## src/rtl/pid_axis_sched.sv

```systemverilog
// Round-robin scheduler sharing one PID engine between the X and Y tip/tilt axes.
// Issues samples, clamps returned results into per-axis control registers, and aborts hung operations.
module pid_axis_sched #(
   parameter int                       DATA_W    = 16,
   parameter int                       TIMEOUT   = 64,
   parameter logic signed [DATA_W-1:0] SAT_LIMIT = 16'sd16384
) (
   input  logic                     clk,
   input  logic                     rst,
   input  logic                     enable,
   input  logic                     req_x,
   input  logic signed [DATA_W-1:0] err_x,
   output logic                     ack_x,
   input  logic                     req_y,
   input  logic signed [DATA_W-1:0] err_y,
   output logic                     ack_y,
   output logic                     pid_start,
   output logic                     pid_sel,
   output logic signed [DATA_W-1:0] pid_err,
   input  logic                     pid_done,
   input  logic signed [DATA_W-1:0] pid_result,
   output logic signed [DATA_W-1:0] ctrl_x,
   output logic signed [DATA_W-1:0] ctrl_y,
   output logic                     upd_x,
   output logic                     upd_y,
   output logic                     busy,
   output logic                     fault,
   input  logic                     clr_fault
);

   typedef enum logic [1:0] {IDLE, ISSUE, WAIT, WRITE} state_t;

   localparam int                       WD_W    = $clog2(TIMEOUT + 1);
   localparam logic [WD_W-1:0]          WD_LAST = WD_W'(TIMEOUT - 1);
   localparam logic signed [DATA_W-1:0] SAT_NEG = -SAT_LIMIT;

   state_t                     state;
   logic                       last_y;
   logic [WD_W-1:0]            wd;
   logic                       grant_y;
   logic signed [DATA_W-1:0]   clamped;

   // Y wins when it is the only requester, or on a tie when X was served last.
   always_comb begin
      grant_y = req_y && (!req_x || !last_y);
      if (pid_result > SAT_LIMIT)
         clamped = SAT_LIMIT;
      else if (pid_result < SAT_NEG)
         clamped = SAT_NEG;
      else
         clamped = pid_result;
   end

   always_ff @(posedge clk or posedge rst) begin
      if (rst) begin
         state     <= IDLE;
         last_y    <= 1'b1;
         wd        <= '0;
         pid_sel   <= 1'b0;
         pid_err   <= '0;
         pid_start <= 1'b0;
         ack_x     <= 1'b0;
         ack_y     <= 1'b0;
         ctrl_x    <= '0;
         ctrl_y    <= '0;
         upd_x     <= 1'b0;
         upd_y     <= 1'b0;
         busy      <= 1'b0;
         fault     <= 1'b0;
      end else begin
         // NOTE: pulse outputs default low every cycle, so any branch that raises one yields exactly one cycle.
         pid_start <= 1'b0;
         ack_x     <= 1'b0;
         ack_y     <= 1'b0;
         upd_x     <= 1'b0;
         upd_y     <= 1'b0;
         if (clr_fault)
            fault <= 1'b0;

         case (state)
            IDLE: begin
               if (enable && (req_x || req_y)) begin
                  pid_sel   <= grant_y;
                  pid_err   <= grant_y ? err_y : err_x;
                  pid_start <= 1'b1;
                  ack_x     <= !grant_y;
                  ack_y     <= grant_y;
                  busy      <= 1'b1;
                  state     <= ISSUE;
               end
            end
            ISSUE: begin
               last_y <= pid_sel;
               wd     <= '0;
               state  <= WAIT;
            end
            WAIT: begin
               if (pid_done) begin
                  if (pid_sel) begin
                     ctrl_y <= clamped;
                     upd_y  <= 1'b1;
                  end else begin
                     ctrl_x <= clamped;
                     upd_x  <= 1'b1;
                  end
                  state <= WRITE;
               end else if (wd == WD_LAST) begin
                  // Later assignment overrides a same-cycle clr_fault.
                  fault <= 1'b1;
                  busy  <= 1'b0;
                  state <= IDLE;
               end else begin
                  wd <= wd + 1'b1;
               end
            end
            WRITE: begin
               busy  <= 1'b0;
               state <= IDLE;
            end
            default: begin
               busy  <= 1'b0;
               state <= IDLE;
            end
         endcase
      end
   end

endmodule

```

## config.mk

```make
export PLATFORM = sky130hd
export DESIGN_NAME = pid_axis_sched
export DESIGN_NICKNAME = d
export VERILOG_FILES = /design/src/rtl/pid_axis_sched.sv
export SDC_FILE = /design/constraint.sdc
export NUM_CORES = 1
export LEC_CHECK = 0
export CORE_MARGIN = 4
export CORE_UTILIZATION = 43
export DETAILED_ROUTE_END_ITERATION = 7
export HOLD_SLACK_MARGIN = 0.08
export PLACE_DENSITY = 0.8
export SYNTH_ARGS = -nofsm -noshare
export SYNTH_HDL_FRONTEND = slang
export SYNTH_SLANG_ARGS = --single-unit
```

## constraint.sdc

```tcl
create_clock -name clk -period 2.78 [get_ports clk]
set_input_delay 0.417 -clock clk [delete_from_list [all_inputs] [get_ports clk]]
set_output_delay 0.417 -clock clk [all_outputs]
set_load 0.03 [all_outputs]
```

==> results_dict.tcl, run 1 <==
set metrics [dict create \
    ys_ff_latch 66 \
    synth_top_cell_by_area "dfrtp_1" \
    cts_buffers 9 \
    hold_violations 0 \
    async_flop_share 1.00 \
    power_leakage_nw 1.81 \
    start_util 0.448 \
    grt_max_degree 45 \
    synthCells 225 \
    die_y_um 87.3 \
    grt_pass1_vias 2263 \
    grt-ovfl-total 0 \
    r2r_cells 4 \
    clkLatencyLatePin_ns 0.33 \
    fin_cells 420 \
    ir_drop_mv 0.625 \
    cts_root_buf "clkbuf_8" \
    synth.most_common_cell "dfrtp_1" \
    routabilityCongestion 0.801 \
    yosysUniqueCellTypes 40 \
    finalCriticalPeriod_ns 2.04 \
    final_max_slew_viol_count 0 \
    worstReg2RegStart "state[1]" \
    netlist_top_cells_area "dfrtp_1 (60%), a22o_1 (9.1%), mux2i_1 (5.9%), o21ai_0 (4.4%), nand2_1 (3.9%)" \
    wire_per_inst_um 16.1 \
    synth_edf_count 0 \
    critPathMaxFanout 19 \
    tns_ns 0 \
    synth_top_area_share 0.602 \
    relSlewSlack 0.580 \
    num_antenna_cells 0 \
    setup_viol_count_final 0 \
    max_clock_freq_mhz 490 \
    synth.top_cells.by_count "dfrtp_1 (65), a22o_1 (28), nand2_1 (28)" \
    clk_pin_slew_ns 0.07 \
    crit_type "input pin to register" \
    ys_warn_count 0 \
    dp_hpwl_mm 5.15 \
    cts_max_level 3 \
    critPathSlowestCell "clkdlybuf4s50_1" \
    clock_path_buffers 2 \
    wirelength_mm 6.77 \
    rrSetupSlack_ns 0.88 \
    viasPerCell 5.17 \
    num_rows 28 \
    cts_hold_buf 0 \
    num-nets-final 396 \
    dieWidth_um 87.3 \
    syn_nets 281 \
    place_area_mm2 0.00389 \
    io-pin-count 111 \
    cp-start-kind "input pin" \
    cts_tree "built" \
    clock_skew_ns 0.00690 \
    required_ns 3.05 \
    rsz0062_at_grt "no" \
    synth_area_per_cell_um2 12.0 \
    cp_cell_sequence "clkdlybuf4s50_1 > nand3b_1 > or2_2 > a21oi_2 > a22o_1" \
    grt_pass1_wl_mm 11.0 \
    yosysSeqAreaShare 0.612 \
    final_area_mm2 0.00406 \
    drt_iter0_drc 62 \
    hp-class "input pin to async pin" \
    max_stage_delay_ns 0.55 \
    grtUsageTotal 0.188 \
    layout-drive-gt1-share 0.0986 \
    antenna_left 0 \
    cts_setup_buffers 0 \
    ctsResizeCount 0 \
    syn_to_final_growth_pct 50.4 \
    post-place-ws_ns 0.415 \
    dr.pass1.iters 4 \
    numPortBuffers 110 \
    worst_slack_ns 0.740 \
    power.density_mw_per_mm2 1070 \
    vias 2172 \
    drcViolationCount 0 \
    antenna_found_initial 0 \
    r2r-end "ctrl_x[8]" \
    netlist_area_mm2 0.00270 \
    tightest_slew_ns 0.630 \
    drv_cap 0 \
    period_share 0.734 \
    core_mm2 0.00603 \
    place_inst 404 \
    critPathArrivalTime_ns 2.31 \
    status "finished clean" \
    die_area_mm2 0.00761 \
    cp-end-kind "register" \
    synth_ff_type "dfrtp_1" \
    clock_sinks 66 \
]
area by class of cell:
class | count | area (um^2)
clock buffers | 11 | 141
clock inverters | 5 | 30.0
fillers | 486 | 1960
inverters | 7 | 26.3
multi-input cells | 141 | 968
flip-flops and latches | 66 | 1650
well taps | 75 | 93.8
repair buffers | 115 | 1150
sequential cells by signal, summed over array words and instances (netlist names), 2 cells and up:
| register | count |
|---|---|
| state | 2 |
| wd | 7 |
| ctrl_y | 16 |
| pid_err | 16 |
| ctrl_x | 16 |
through the flow:
stage / utilization / hold slack [ns] / total power, mW
2_1_floorplan: - / 0.487 / 2.78
3_3_place_gp: 0.646 / 0.459 / 3.65
3_5_place_dp: 0.646 / 0.470 / 3.71
4_1_cts: 0.674 / 0.432 / 4.42
5_1_grt: 0.674 / 0.467 / 4.62
6_report: 0.674 / 0.422 / 4.36
worst max path at each step:
stage	from	endpoint	slack [ns]
CTS	pid_done	ctrl_x[0]	0.75
global route	pid_done	ctrl_x[12]	0.61
finish	pid_done	ctrl_x[8]	0.74
detailed placement	pid_done	ctrl_x[8]	0.42
global placement	pid_done	ctrl_x[4]	0.50
floorplan	rst	ack_x	0.71
worst max-delay path, delay by kind of cell:
kind	cells	cell delay, ns
simple gates	2	0.57
compound gates	2	0.77
buf+inv	1	0.55
power breakdown:
| group | internal [mW] | total, mW | switching, mW | leakage (nW) |
|---|---|---|---|---|
| clock | 0.343 | 0.691 | 0.348 | 0.0851 |
| sequential | 1.34 | 1.58 | 0.242 | 0.852 |
| combinational | 0.922 | 2.09 | 1.17 | 0.877 |
cells in the final DEF (no fill, tap or decap), types with 3 or more instances in the layout:
cell type and n:
a22o_1 28, buf_4 4, clkbuf_8 10, clkdlybuf4s50_1 110, clkinv_2 3, dfrtp_1 65
inv_1 6, mux2i_1 16, nand2_1 28, nand3_1 4, nor2_1 5, nor4_1 3
o21ai_0 24
metal layers:
| metal | vias to the layer above | wire length [um] | track usage |
|---|---|---|---|
| met1 | 1039 | 2640 | 0.222 |
| met5 | - | 0 | 0 |
| met2 | 72 | 3630 | 0.328 |
| met3 | 10 | 390 | 0.0426 |
| met4 | 0 | 104 | 0.0753 |
| li1 | 1051 | - | - |
cells by family (layout without fill, tap and decap cells):
family | count (synthesis) | in the layout | share of synthesized area
flip-flops | 66 | 66 | 0.612
multiplexers | 18 | 18 | 0.0676
AO/OA/AOI/OAI | 67 | 67 | 0.183
AND/OR/NAND/NOR | 53 | 53 | 0.0959
buffers and inverters | 18 | 138 | 0.0310
XOR/XNOR | 2 | 2 | 0.00649
adder cells (fa/ha/maj) | 1 | 1 | 0.00463
Note: power is estimated with default switching activity, not from simulation.
==> inputs of run 2 (changes only) <==
CORE_UTILIZATION = 39   (was 43)
PLACE_DENSITY = 0.77   (was 0.8)
clock period = 1.7 ns   (was 2.78 ns; I/O delays follow)
==> results_dict.tcl, run 2 (synthesis gave the netlist of run 1 again) <==
set metrics [dict create \
    worst_slack_ns 0.0551 \
    die_y_um 91.2 \
    power.density_mw_per_mm2 1770 \
    fin_util 0.651 \
    start_util 0.400 \
    grt_pass1_vias 2375 \
    clk_pin_slew_ns 0.07 \
    top_regs "ctrl_x x16, ctrl_y x16, pid_err x16" \
    cp_cell_sequence "clkdlybuf4s50_1" \
    drv_cap 0 \
    finalCriticalPeriod_ns 1.64 \
    wire_per_inst_um 15.4 \
    vias 2286 \
    critPathArrivalTime_ns 1.39 \
    layout_common_cells "clkdlybuf4s50_1 (108), dfrtp_1 (65), a22o_1 (28), nand2_1 (28), buf_4 (28)" \
    antenna_found_initial 0 \
    drt_iter0_drc 86 \
    final_max_slew_viol_count 0 \
    clock_sinks 66 \
    clock_path_buffers 2 \
    critPathMaxFanout 2 \
    syn_to_final_growth_pct 62.7 \
    hold_violations 0 \
    clock_skew_ns 0.00883 \
    cp-end-kind "output pin" \
    io-pin-count 111 \
    drcViolationCount 0 \
    clkLatencyLatePin_ns 0.33 \
    cp.buffers_inverters 1 \
    numPortBuffers 110 \
    dr.pass1.iters 4 \
    cts_max_level 3 \
    tightest_slew_ns 0.372 \
    ir_drop_mv 0.722 \
    max_stage_delay_ns 0.68 \
    grt_pass1_wl_mm 11.5 \
    die_area_mm2 0.00832 \
    period_share 0.968 \
    cts_root_buf "clkbuf_8" \
    wirelength_mm 6.98 \
    grt-ovfl-total 0 \
    viasPerCell 5.06 \
    core_mm2 0.00676 \
    final_area_mm2 0.00440 \
    required_ns 1.44 \
    antenna_left 0 \
    num_rows 30 \
    layout_commonest_cell "clkdlybuf4s50_1" \
    cpLargestDelayFamily "buffers and inverters" \
    status "finished clean" \
    relSlewSlack 0.752 \
    post-place-ws_ns -0.219 \
    dp_hpwl_mm 5.30 \
    cts_buffers 9 \
    dieWidth_um 91.2 \
    grtUsageTotal 0.175 \
    layout-drive-gt1-share 0.167 \
    critPathSlowestCell "clkdlybuf4s50_1" \
    cts_setup_buffers 0 \
    hp-class "input pin to async pin" \
    grt_max_degree 67 \
    setup_viol_count_final 0 \
    routabilityCongestion 0.799 \
    rsz0062_at_grt "no" \
    num-nets-final 423 \
    power_leakage_nw 2.01 \
    max_clock_freq_mhz 608 \
    cts_tree "built" \
    num_antenna_cells 0 \
    place_area_mm2 0.00414 \
    cp-start-kind "register" \
    crit_type "register to output pin" \
]
## run 2: cell types whose count changed in the layout (fill, tap and decap cells not counted), moves of 2 or more
cell	delta
buf_12	+3
buf_4	+24
bufinv_16	+3
clkdlybuf4s50_1	-2
## run 2: final cells by class
cell class	count	area (um^2)
clock inverter	5	100
fill	537	2360
timing repair buffer	142	1390
sequential	66	1650
tap	80	100
clock buffer	11	151
inverter	7	30.0
multi-input combinational	141	968
## run 2: report_power, final
group          switching, mW  internal, mW  total [mW]
Combinational           1.95          1.63        3.59
Sequential             0.380          2.19        2.57
Clock                  0.571          1.05        1.62
## run 2: what timing repair did
item | 4_1_cts | 5_1_grt
cloned | 0 | 0
resized for setup | 1 | 1
setup endpoints to repair | 1 | 1
hold buffers | 0 | 0
## run 2: through the flow
step                instances  setup TNS (ns)  power (mW)  hold WS, ns
CTS                       452               0        7.87        0.375
global route              452               0        8.20        0.378
floorplan                 225               0        4.54        0.354
detailed placement        436           -5.04        6.22        0.471
global placement          436           -6.34        6.13        0.461
finish                    452               0        7.77        0.370
## run 2: final timing paths
| check | startpoint | end | slack [ns] | cells after the start |
|---|---|---|---|---|
| hold / removal | rst | ctrl_x[3] | 0.37 | 3 |
| max in group asynchronous | rst | last_y | 1.01 | 3 |
| min in group clk | pid_err[12] | pid_err[12] | 0.48 | 2 |
| setup / recovery | ctrl_x[0] | ctrl_x[0] | 0.06 | 1 |
| setup reg to reg | state[0] | wd[3] | 0.10 | 4 |
| hold reg to reg | pid_err[12] | pid_err[12] | 0.48 | 2 |
## run 2: worst min-delay path: stages
cell and delay (ns):
clkdlybuf4s50_1 0.44, clkinvlp_4 0.10, buf_12 0.30
## run 2: layer usage
layer / vias to the layer above / global-route usage / share of wire
met5: - / 0 / 0
met4: 0 / 0.0867 / 0.019
met3: 10 / 0.0431 / 0.049
met2: 73 / 0.299 / 0.52
met1: 1103 / 0.205 / 0.41
li1: 1100 / - / -
==> inputs of run 3 (changes only) <==
CORE_UTILIZATION = 46   (was 39)
PLACE_DENSITY = 0.85   (was 0.77)
SETUP_SLACK_MARGIN = 0.5   (was unset)
SLEW_MARGIN = 5   (was unset)
clock period = 1.9 ns   (was 1.7 ns; I/O delays follow)
==> results_dict.tcl, run 3 (synthesis gave the netlist of run 1 again) <==
set metrics [dict create \
    status "finished clean" \
    dr.pass1.iters 4 \
    vias 2418 \
    rsz0062_at_grt "yes" \
    cp-end-kind "register" \
    clkLatencyLatePin_ns 0.33 \
    critPathMaxFanout 4 \
    cp-start-kind "register" \
    period_share 0.783 \
    grt-ovfl-total 0 \
    clk_pin_slew_ns 0.07 \
    syn_to_final_growth_pct 63.6 \
    io-pin-count 111 \
    layout_common_cells "dfrtp_1 (63), clkdlybuf4s50_1 (38), clkdlybuf4s15_1 (31)" \
    drt_iter0_drc 80 \
    power_leakage_nw 2.13 \
    tightest_slew_ns 0.473 \
    startpoint "state[0]" \
    start_util 0.482 \
    final_area_mm2 0.00442 \
    hp-class "input pin to async pin" \
    holdWs_ns 0.329 \
    grt_max_degree 39 \
    regArea_mm2 0.00166 \
    cts_buffers 9 \
    fillers 381 \
    drv_cap 0 \
    numPortBuffers 110 \
    required_ns 2.12 \
    max_clock_freq_mhz 672 \
    finalCriticalPeriod_ns 1.49 \
    cts_tree "built" \
    ir_drop_mv 0.929 \
    final_max_slew_viol_count 0 \
    fin_cells 450 \
    setup_viol_count_final 0 \
    cts_max_level 3 \
    multi_input_area_mm2 0.00107 \
    clock_skew_ns 0.00868 \
    max_stage_delay_ns 0.41 \
    wirelength_mm 7.90 \
    p_total_mw 6.73 \
    met2_length_mm 4.22 \
    clock_path_buffers 2 \
    die_y_um 84.6 \
    grt_pass1_wl_mm 11.6 \
    dieWidth_um 84.6 \
    dp_hpwl_mm 5.47 \
    cts_root_buf "clkbuf_8" \
    antenna_left 0 \
    place_area_mm2 0.00405 \
    met1_length_mm 2.95 \
    drcViolationCount 0 \
    clock_sinks 66 \
    cp_cell_sequence "or3b_4 > o21bai_4 > and2_4 > a211o_1" \
    num-nets-final 430 \
    rrSetupSlack_ns 0.41 \
    wire_per_inst_um 17.6 \
    grt_pass1_vias 2373 \
    routabilityCongestion 0.769 \
    num_antenna_cells 0 \
    viasPerCell 5.37 \
    top_layer "met4" \
    core_mm2 0.00561 \
    antenna_found_initial 0 \
    top_regs "ctrl_x x16, ctrl_y x16, pid_err x16" \
    post-place-ws_ns -0.0840 \
    met3_length_um 667 \
    place_inst 417 \
    grtUsageTotal 0.204 \
    die_area_mm2 0.00716 \
    worst_slack_ns 0.413 \
    layout_commonest_cell "dfrtp_1" \
    layout-drive-gt1-share 0.265 \
    critPathSlowestCell "dfrtp_1" \
    crit_type "register to register" \
    num_rows 27 \
    power.density_mw_per_mm2 1520 \
    critPathArrivalTime_ns 1.71 \
    relSlewSlack 0.684 \
    hold_violations 0 \
    cts_hold_buf 0 \
    worstReg2RegStart "state[0]" \
]
## run 3: power breakdown
part | internal (mW) | leakage [nW] | switching, mW | total [mW]
sequential | 1.96 | 0.849 | 0.378 | 2.34
combinational | 1.31 | 1.17 | 1.88 | 3.19
clock | 0.705 | 0.106 | 0.491 | 1.20
total | 3.98 | 2.13 | 2.75 | 6.73
## run 3: layout make-up
class / count / share of cell area
flip-flops and latches: 66 / 0.374
repair buffers: 149 / 0.308
multi-input cells: 141 / 0.243
clock buffers: 13 / 0.0382
well taps: 72 / 0.0204
clock inverters: 2 / 0.00793
inverters: 7 / 0.00793
## run 3: worst max-delay path: cells and delay by family (launching register included)
kind | cells | cell delay (ns)
flip-flops | 1 | 0.41
AO/OA/AOI/OAI | 2 | 0.43
AND/OR/NAND/NOR | 2 | 0.55
## run 3: layer usage
layer,vias up,global-route usage
met5,-,0
met3,6,0.0815
met2,105,0.344
met4,0,0.0633
li1,1119,-
met1,1188,0.240
## run 3: worst paths after layout
path,to,cells after the start
setup reg to reg,wd[3],4
min in group clk,ctrl_x[11],3
hold / removal,fault,2
max in group asynchronous,last_y,3
hold reg to reg,pid_err[14],2
setup / recovery,wd[3],4
## run 3: metrics by stage
| step | TNS (ns) | util |
|---|---|---|
| after floorplan | 0 | - |
| after global placement | -0.131 | 0.723 |
| after detailed placement | -1.22 | 0.723 |
| after CTS | 0 | 0.766 |
| after global routing | 0 | 0.788 |
| final | 0 | 0.788 |
## run 3: repair_timing
action                     CTS  global route
pin swaps                   10            11
cloned                       0             4
buffers inserted             6             8
hold endpoints to repair     0             0
resized for setup           99            89
setup endpoints to repair  100            98
